===== src/rtl/piso_serial_tx_pkg.sv =====
// Shared types and defaults for the PISO serial transmitter.
// Shared with the matching SIPO receiver.
package piso_serial_tx_pkg;

  typedef enum logic {
    ST_IDLE  = 1'b0,
    ST_SHIFT = 1'b1
  } st_e;

  localparam int DEF_W  = 8;
  localparam int DEF_CW = 3;

endpackage


===== src/rtl/piso_serial_tx_if.sv =====
// Load handshake and serial link bundle for the PISO transmitter.
// master: data source / sink side; slave: the transmitter.
// d,ld: word + load request; rdy: idle; so,sv: serial bit + valid; done: frame end.
interface piso_serial_tx_if #(
  parameter int W = 8
) ();

  logic [W-1:0] d;
  logic         ld;
  logic         rdy;
  logic         so;
  logic         sv;
  logic         done;

  modport master (
    output d, ld,
    input  rdy, so, sv, done
  );

  modport slave (
    input  d, ld,
    output rdy, so, sv, done
  );

endinterface


===== src/rtl/piso_serial_tx_shift_stage.sv =====
// One bit of the shift register: load/shift mux into an async-clear flop.
// clk,rst_n: clock/reset; load,shift: mux selects; d_i,s_i: sources; q_o: bit.
module piso_serial_tx_shift_stage (
  input  logic clk,
  input  logic rst_n,
  input  logic load,
  input  logic shift,
  input  logic d_i,
  input  logic s_i,
  output logic q_o
);

  logic bit_q;
  logic bit_d;

  always_comb begin
    bit_d = bit_q;
    if (load) begin
      bit_d = d_i;
    end else if (shift) begin
      bit_d = s_i;
    end
  end

  always_ff @(posedge clk or negedge rst_n) begin
    if (!rst_n) begin
      bit_q <= 1'b0;
    end else begin
      bit_q <= bit_d;
    end
  end

  assign q_o = bit_q;

endmodule


===== src/rtl/piso_serial_tx.sv =====
// Parallel-in/serial-out transmitter, MSB first, with frame valid and done.
// c: clock; re_: async active-low reset; bus: slave side of piso_serial_tx_if.
module piso_serial_tx
  import piso_serial_tx_pkg::*;
#(
  parameter int W  = DEF_W,
  parameter int CW = DEF_CW
) (
  input  logic            c,
  input  logic            re_,
  piso_serial_tx_if.slave bus
);

  localparam logic [CW-1:0] LAST = CW'(W - 1);

  st_e           st_q;
  st_e           st_d;
  logic [CW-1:0] cnt_q;
  logic [CW-1:0] cnt_d;
  logic          done_q;
  logic          done_d;

  logic [W-1:0]  sr;
  logic          load;
  logic          shift;

  assign load  = (st_q == ST_IDLE) & bus.ld;
  assign shift = (st_q == ST_SHIFT);

  always_comb begin
    st_d   = st_q;
    cnt_d  = cnt_q;
    done_d = 1'b0;
    unique case (1'b1)
      load: begin
        st_d  = ST_SHIFT;
        cnt_d = '0;
      end
      shift: begin
        if (cnt_q == LAST) begin
          // hold cnt so it never wraps
          st_d   = ST_IDLE;
          done_d = 1'b1;
        end else begin
          cnt_d = cnt_q + CW'(1);
        end
      end
      default: begin
      end
    endcase
  end

  always_ff @(posedge c or negedge re_) begin
    if (!re_) begin
      st_q   <= ST_IDLE;
      cnt_q  <= '0;
      done_q <= 1'b0;
    end else begin
      st_q   <= st_d;
      cnt_q  <= cnt_d;
      done_q <= done_d;
    end
  end

  for (genvar i = 0; i < W; i++) begin : g_stage
    logic s_in;
    if (i == 0) begin : g_lsb
      assign s_in = 1'b0;
    end else begin : g_mid
      assign s_in = sr[i-1];
    end
    piso_serial_tx_shift_stage u_stage (
      .clk   (c),
      .rst_n (re_),
      .load  (load),
      .shift (shift),
      .d_i   (bus.d[i]),
      .s_i   (s_in),
      .q_o   (sr[i])
    );
  end

  assign bus.rdy  = ~shift;
  assign bus.sv   = shift;
  assign bus.so   = sr[W-1] & shift;
  assign bus.done = done_q;

endmodule


===== src/flat_wrapper.sv =====
// flat-port wrapper written by rule: the top's interface ports become plain ports
module piso_serial_tx_flat import piso_serial_tx_pkg::*;
#(
  parameter int W  = DEF_W,
  parameter int CW = DEF_CW
)
  (c, re_, bus_d, bus_ld, bus_rdy, bus_so, bus_sv, bus_done);
  piso_serial_tx_if #(.W(W)) bus_i ();
  input  logic c;
  input  logic re_;
  input wire logic [$bits(bus_i.d)-1:0] bus_d;
  input wire logic [$bits(bus_i.ld)-1:0] bus_ld;
  output wire logic [$bits(bus_i.rdy)-1:0] bus_rdy;
  output wire logic [$bits(bus_i.so)-1:0] bus_so;
  output wire logic [$bits(bus_i.sv)-1:0] bus_sv;
  output wire logic [$bits(bus_i.done)-1:0] bus_done;
  assign bus_i.d = bus_d;
  assign bus_i.ld = bus_ld;
  assign bus_rdy = bus_i.rdy;
  assign bus_so = bus_i.so;
  assign bus_sv = bus_i.sv;
  assign bus_done = bus_i.done;
  piso_serial_tx #(.W(W), .CW(CW)) u_core (.c(c), .re_(re_), .bus(bus_i));
endmodule

===== config.mk =====
export PLATFORM = sky130hd
export DESIGN_NAME = piso_serial_tx_flat
export DESIGN_NICKNAME = d
export VERILOG_FILES = /design/src/rtl/piso_serial_tx_pkg.sv /design/src/rtl/piso_serial_tx_if.sv /design/src/rtl/piso_serial_tx_shift_stage.sv /design/src/rtl/piso_serial_tx.sv /design/src/flat_wrapper.sv
export SDC_FILE = /design/constraint.sdc
export NUM_CORES = 1
export LEC_CHECK = 0
export CAP_MARGIN = 10
export CORE_MARGIN = 3
export CORE_UTILIZATION = 41
export CTS_CLUSTER_DIAMETER = 30
export DETAILED_ROUTE_END_ITERATION = 16
export PLACE_DENSITY = 0.7
export SLEW_MARGIN = 0
export SYNTH_ARGS = -nofsm -noshare
export SYNTH_HDL_FRONTEND = slang
export SYNTH_HIERARCHICAL = 1
export SYNTH_SLANG_ARGS = --single-unit

===== constraint.sdc =====
create_clock -name c -period 1.5 [get_ports c]
set_input_delay 0.45 -clock c [delete_from_list [all_inputs] [get_ports c]]
set_output_delay 0.45 -clock c [all_outputs]
set_load 0.02 [all_outputs]

==> Word level (Yosys, flattened, before mapping) <==
Cells that the tools add are included.
W data, S select, Z words.
{ "totals": {"input_bits": 11, "regBits": 13} }
{ "op_classes": {"n_mux": 22, "reduce_logical": 2, "eq_ne": 2, "n_addsub": 1, "bitwise_logic": 3} }
{ "op_table": {"columns": ["op", "count"], "rows": [
  ["$mux W1", 19],
  ["$pmux W3 S2", 1],
  ["$add A3 B1 Y3 const B", 1],
  ["$eq A3 B3 Y1 const B", 1],
  ["$mux W3", 1],
  ["$and A1 B1 Y1", 2],
  ["$ne A2 B2 Y1 const B", 1],
  ["$pmux W1 S2", 1],
  ["$reduce_and A2 Y1", 1],
  ["$reduce_bool A2 Y1", 1],
  ["$not A1 Y1", 1]
]} }

==> Depth between registers and ports, before layout <==
{ "logic_depth": {"ltp_word": 4, "mapped_depth": 4} }

==> Hierarchy <==
The synthesis kept the hierarchy.
{ "by_module_without_submodules": {"columns": ["mod", "cells_per_inst", "area_each_um2", "n_inst"], "rows": [
  ["piso_serial_tx_shift_stage", 4, 43.8, 8],
  ["piso_serial_tx", 20, 240.2, 1]
]} }

==> Worst setup path after synthesis <==
No wires, ideal clock.
{ "synth_timing": {"path_type": "flip-flop to flip-flop", "startpoint": "reg u_core.st_q (netlist: u_core/bus.sv)", "endpoint": "reg u_core.g_stage[0].u_stage.bit_q", "stages_incl_launch_ff": 3, "arrival_ns": 1.387, "required_time_ns": 1.349, "path_slack_ns": -0.038, "synth_period_minus_slack_ns": 1.538, "path_buffers": 0, "path_cell_list": "dfrtp_1 -> nor2b_1 -> o21ai_1"} }
{ "synth_via": {"elab_chain_cells": 3} }
{ "synth_lines": {"columns": ["element", "line_no", "text"], "rows": [
  ["start, declared", "piso_serial_tx.sv:16", "st_e st_q;"],
  ["start signal, assigned", "piso_serial_tx.sv:59", "st_q <= st_d;"],
  ["$not A1 Y1 *", "piso_serial_tx.sv:27", "assign load = (st_q == ST_IDLE) & bus.ld;"],
  ["$and A1 B1 Y1 *", "piso_serial_tx.sv:27", null],
  ["named net u_core.load", "piso_serial_tx.sv:24", "logic load;"],
  ["$mux W1 / $reduce_bool A2 Y1 (equally long branches)", null, null],
  ["end signal, assigned", "piso_serial_tx_shift_stage.sv:29", "bit_q <= bit_d;"],
  ["end, declared", "piso_serial_tx_shift_stage.sv:13", "logic bit_q;"]
]} }
The timed path passes the listed nets; every way through them passes the cells marked *.
A chain may end at the register's enable or synchronous reset.

==> Final worst setup path <==
{ "layout_timing": {"startpoint": "reg u_core.st_q (netlist: u_core/bus.sv)", "endpoint": "out bus_so"} }
{ "layout_via": {"elab_chain_cells": 1} }
{ "layout_lines": {"columns": ["element", "line_no", "text"], "rows": [
  ["$and A1 B1 Y1", "piso_serial_tx.sv:85", "assign bus.so = sr[W-1] & shift;"],
  ["end, declared", "flat_wrapper.sv:14", "output wire logic [$bits(bus_i.so)-1:0] bus_so;"]
]} }
No other way between the ends.

==> impl_metrics.env <==
export IMPL_wl_per_cell_um=10.98
export IMPL_grt_overflow=0
export IMPL_first_pass_iters=2
export IMPL_finalCriticalPeriod_ps=1425
export IMPL_final_cells=91
export IMPL_drive_above_1_share_pct=18.42
export IMPL_nFillCells=123
export IMPL_ys_ff_latch=13
export IMPL_cts_buffer_depth=2
export IMPL_grt_pass1_vias=456
export IMPL_dieArea_mm2=0.001932
export IMPL_grt_max_degree=15
export IMPL_synth_async_sr_flop_share_pct=100.0
export IMPL_hpwlAfterDp_um=793.7
export IMPL_power_switching_w=0.0005820
export IMPL_num_antenna_cells=0
export IMPL_clkLatencyLatePin_ps=260
export IMPL_fmax_ghz=0.7017
export IMPL_seq_area_frac_synth_pct=55.08
export IMPL_p_int_w=0.001049
export IMPL_cts_made_buffers=3
export IMPL_setup_viol=0
export IMPL_fin_nets=90
export IMPL_worstRegToRegCells=4
export IMPL_die_x_um=43.95
export IMPL_syn_area_um2=590.6
export IMPL_period_share_pct=95.01
export IMPL_critical_path_required_ps=1050
export IMPL_numPortBuffers=14
export IMPL_cp_slowest_stage_delay_ps=420
export IMPL_critical_path_max_fanout=5
export IMPL_worstReg2RegEnd="u_core/cnt_q[0]"
export IMPL_cp_data_arrival_time_ps=980
export IMPL_cp_slowest_cell="dfrtp_1"
export IMPL_start_util_pct=44.28
export IMPL_syn_num_nets=65
export IMPL_tritoncts="built"
export IMPL_syn_avg_cell_area_um2=11.36
export IMPL_cts_htree_levels=1
export IMPL_power_frac_comb_pct=48.6
export IMPL_rows=13
export IMPL_reg2reg_slack_ps=170
export IMPL_num_io_pins=15
export IMPL_area_growth_pct=38.77
export IMPL_gp_congestion=0.7042
export IMPL_ys_top_cells_by_count="dfrtp_1 (13), mux2i_1 (10), nand2_1 (8), o21ai_1 (8)"
export IMPL_rsz0062_at_grt="no"
export IMPL_vdd_drop_max_v=0.001046
export IMPL_grt_usage_pct=13.53
export IMPL_drc=0
export IMPL_cp_cell_sequence="and2_1 > buf_2"
export IMPL_cts_setup_buffers=0
export IMPL_antenna_found_initial=0
export IMPL_path_clk_slew_ps=70
export IMPL_place_inst=87
export IMPL_finalMaxSlewViolations=0
export IMPL_synth_most_common_cell="dfrtp_1"
export IMPL_grt_first_pass_wirelength_um=1835
export IMPL_min_path_type="in -> async"
export IMPL_r2r_start="u_core/cnt_q[0]"
export IMPL_pwr_share_clk_pct=12.4
export IMPL_yosysTopAreaCell="dfrtp_1"
export IMPL_vias=438
export IMPL_synth_area_leaders="dfrtp_1 (55%), mux2i_1 (17%), o21ai_1 (6.8%)"
export IMPL_holdWs_ps=487.7
export IMPL_cts_sinks=13
export IMPL_max_cap_violations=0
export IMPL_syn_inst=52
export IMPL_end_kind="output pin"
export IMPL_synth_top_area_share_pct=55.08
export IMPL_p_leak_nw=0.4077
export IMPL_dieHeight_um=43.95
export IMPL_ys_warn_count=6
export IMPL_via_per_inst=4.813
export IMPL_finClkSkew_ps=2.814
export IMPL_ant_nets=0
export IMPL_status="complete, no violations"
export IMPL_core_mm2=0.001334
export IMPL_cts_root_buffer="clkbuf_4"
export IMPL_critical_path_class="reg -> out"
export IMPL_pwr_share_seq_pct=39.1
export IMPL_postLayoutCoreUtil_pct=61.44
export IMPL_powerDensity_mw_per_mm2=1990
export IMPL_drt_iter0_drc=1
export IMPL_synth_edf_count=0
export IMPL_yosysUniqueCellTypes=14
export IMPL_finalHoldViolCount=0
export IMPL_postSynth_topFlopCell="dfrtp_1"
export IMPL_switching_share_pct=35.68
export IMPL_setup_worst_path_start_class="flip-flop"
export IMPL_routed_wl_um=999
[worst max-delay path: cells and delay by family, from the launching register on]
family / cells / cell delay, ps
buf+inv: 1 / 150
simple gates: 1 / 140
flops: 1 / 420
[state kept, by name (all words and copies together) (netlist names)]
name and cells:
u_core/g_stage.u_stage/q_o 8, u_core/cnt_q 3, u_core/bus.done 1, u_core/bus.sv 1
[metal layers]
metal / GRT usage, % / vias up / wire (um)
met5: 0 / - / 0
met3: 4.149 / 2 / 77
li1: - / 231 / -
met1: 14.66 / 194 / 409
met2: 22.38 / 11 / 501
met4: 9.036 / 0 / 12
[metrics by stage]
step | TNS [ps] | power (W) | setup slack, ps | area (um2)
finish | 0 | 0.001631 | 74.89 | 819.5
global route | 0 | 0.001793 | 7.381 | 819.5
CTS | 0 | 0.001685 | 14.33 | 830.8
detailed placement | -98.26 | 0.001509 | -63.73 | 809.5
global placement | -48.45 | 0.001475 | -36.56 | 809.5
floorplan | -9.466 | 0.001161 | -9.466 | 593.1
[kinds of logic after synthesis]
family | after synthesis | synth area share [%]
flip-flops | 13 | 55.08
other | 1 | 0.6350
AO/OA/AOI/OAI | 11 | 11.23
AND/OR/NAND/NOR | 13 | 9.748
adder cells (fa/ha/maj) | 2 | 4.237
XOR/XNOR | 1 | 1.483
multiplexers | 10 | 16.95
buffers and inverters | 1 | 0.6350
[power by group through the flow]
| stage | clock network, W | registers [W] | logic [W] |
|---|---|---|---|
| 2_1_floorplan | 0 | 0.000695 | 0.000466 |
| 3_3_place_gp | 0 | 0.000639 | 0.000836 |
| 4_1_cts | 0.000213 | 0.000641 | 0.000830 |
| 3_5_place_dp | 0 | 0.000650 | 0.000858 |
| 5_1_grt | 0.000236 | 0.000660 | 0.000897 |
| 6_report | 0.000202 | 0.000638 | 0.000792 |
[placed cells by master (no fill, tap or decap)]
cell type	n
a22o_1	1
and2_1	1
and2_2	1
buf_12	1
buf_2	2
buf_4	5
clkbuf_1	1
clkbuf_2	1
clkbuf_4	3
clkdlybuf4s50_1	10
conb_1	1
dfrtp_1	13
dlygate4sd2_1	1
ha_1	2
inv_1	1
mux2i_1	10
nand2_1	8
nor2_1	2
nor2b_2	1
o21ai_1	8
o2bb2ai_1	2
xnor2_1	1
[how the worst max path moves through the flow]
stage	endpoint	start	slack [ps]	depth (start not counted)
final	bus_so	u_core/bus.sv	70	2
after global routing	bus_so	u_core/bus.sv	7	2
after CTS	bus_rdy	u_core/bus.sv	10	2
after detailed placement	bus_so	u_core/bus.sv	-60	2
after global placement	bus_so	u_core/bus.sv	-40	2
after floorplan	bus_so	u_core/bus.sv	-9	1
[layout make-up]
cell class	count	area [um2]	share of cell area, %
Timing Repair Buffer	20	181.4	22.14
Clock buffer	4	26.28	3.206
Tap cell	15	18.77	2.290
Sequential cell	13	325.3	39.69
Inverter	1	3.754	0.4580
Multi-Input combinational cell	38	264.0	32.21
[repair_timing]
action	CTS	global route
resized for setup	10	2
endpoints found under the setup margin	4	2
hold buffers	0	0
No activity file was read; power rests on OpenSTA's default activity.
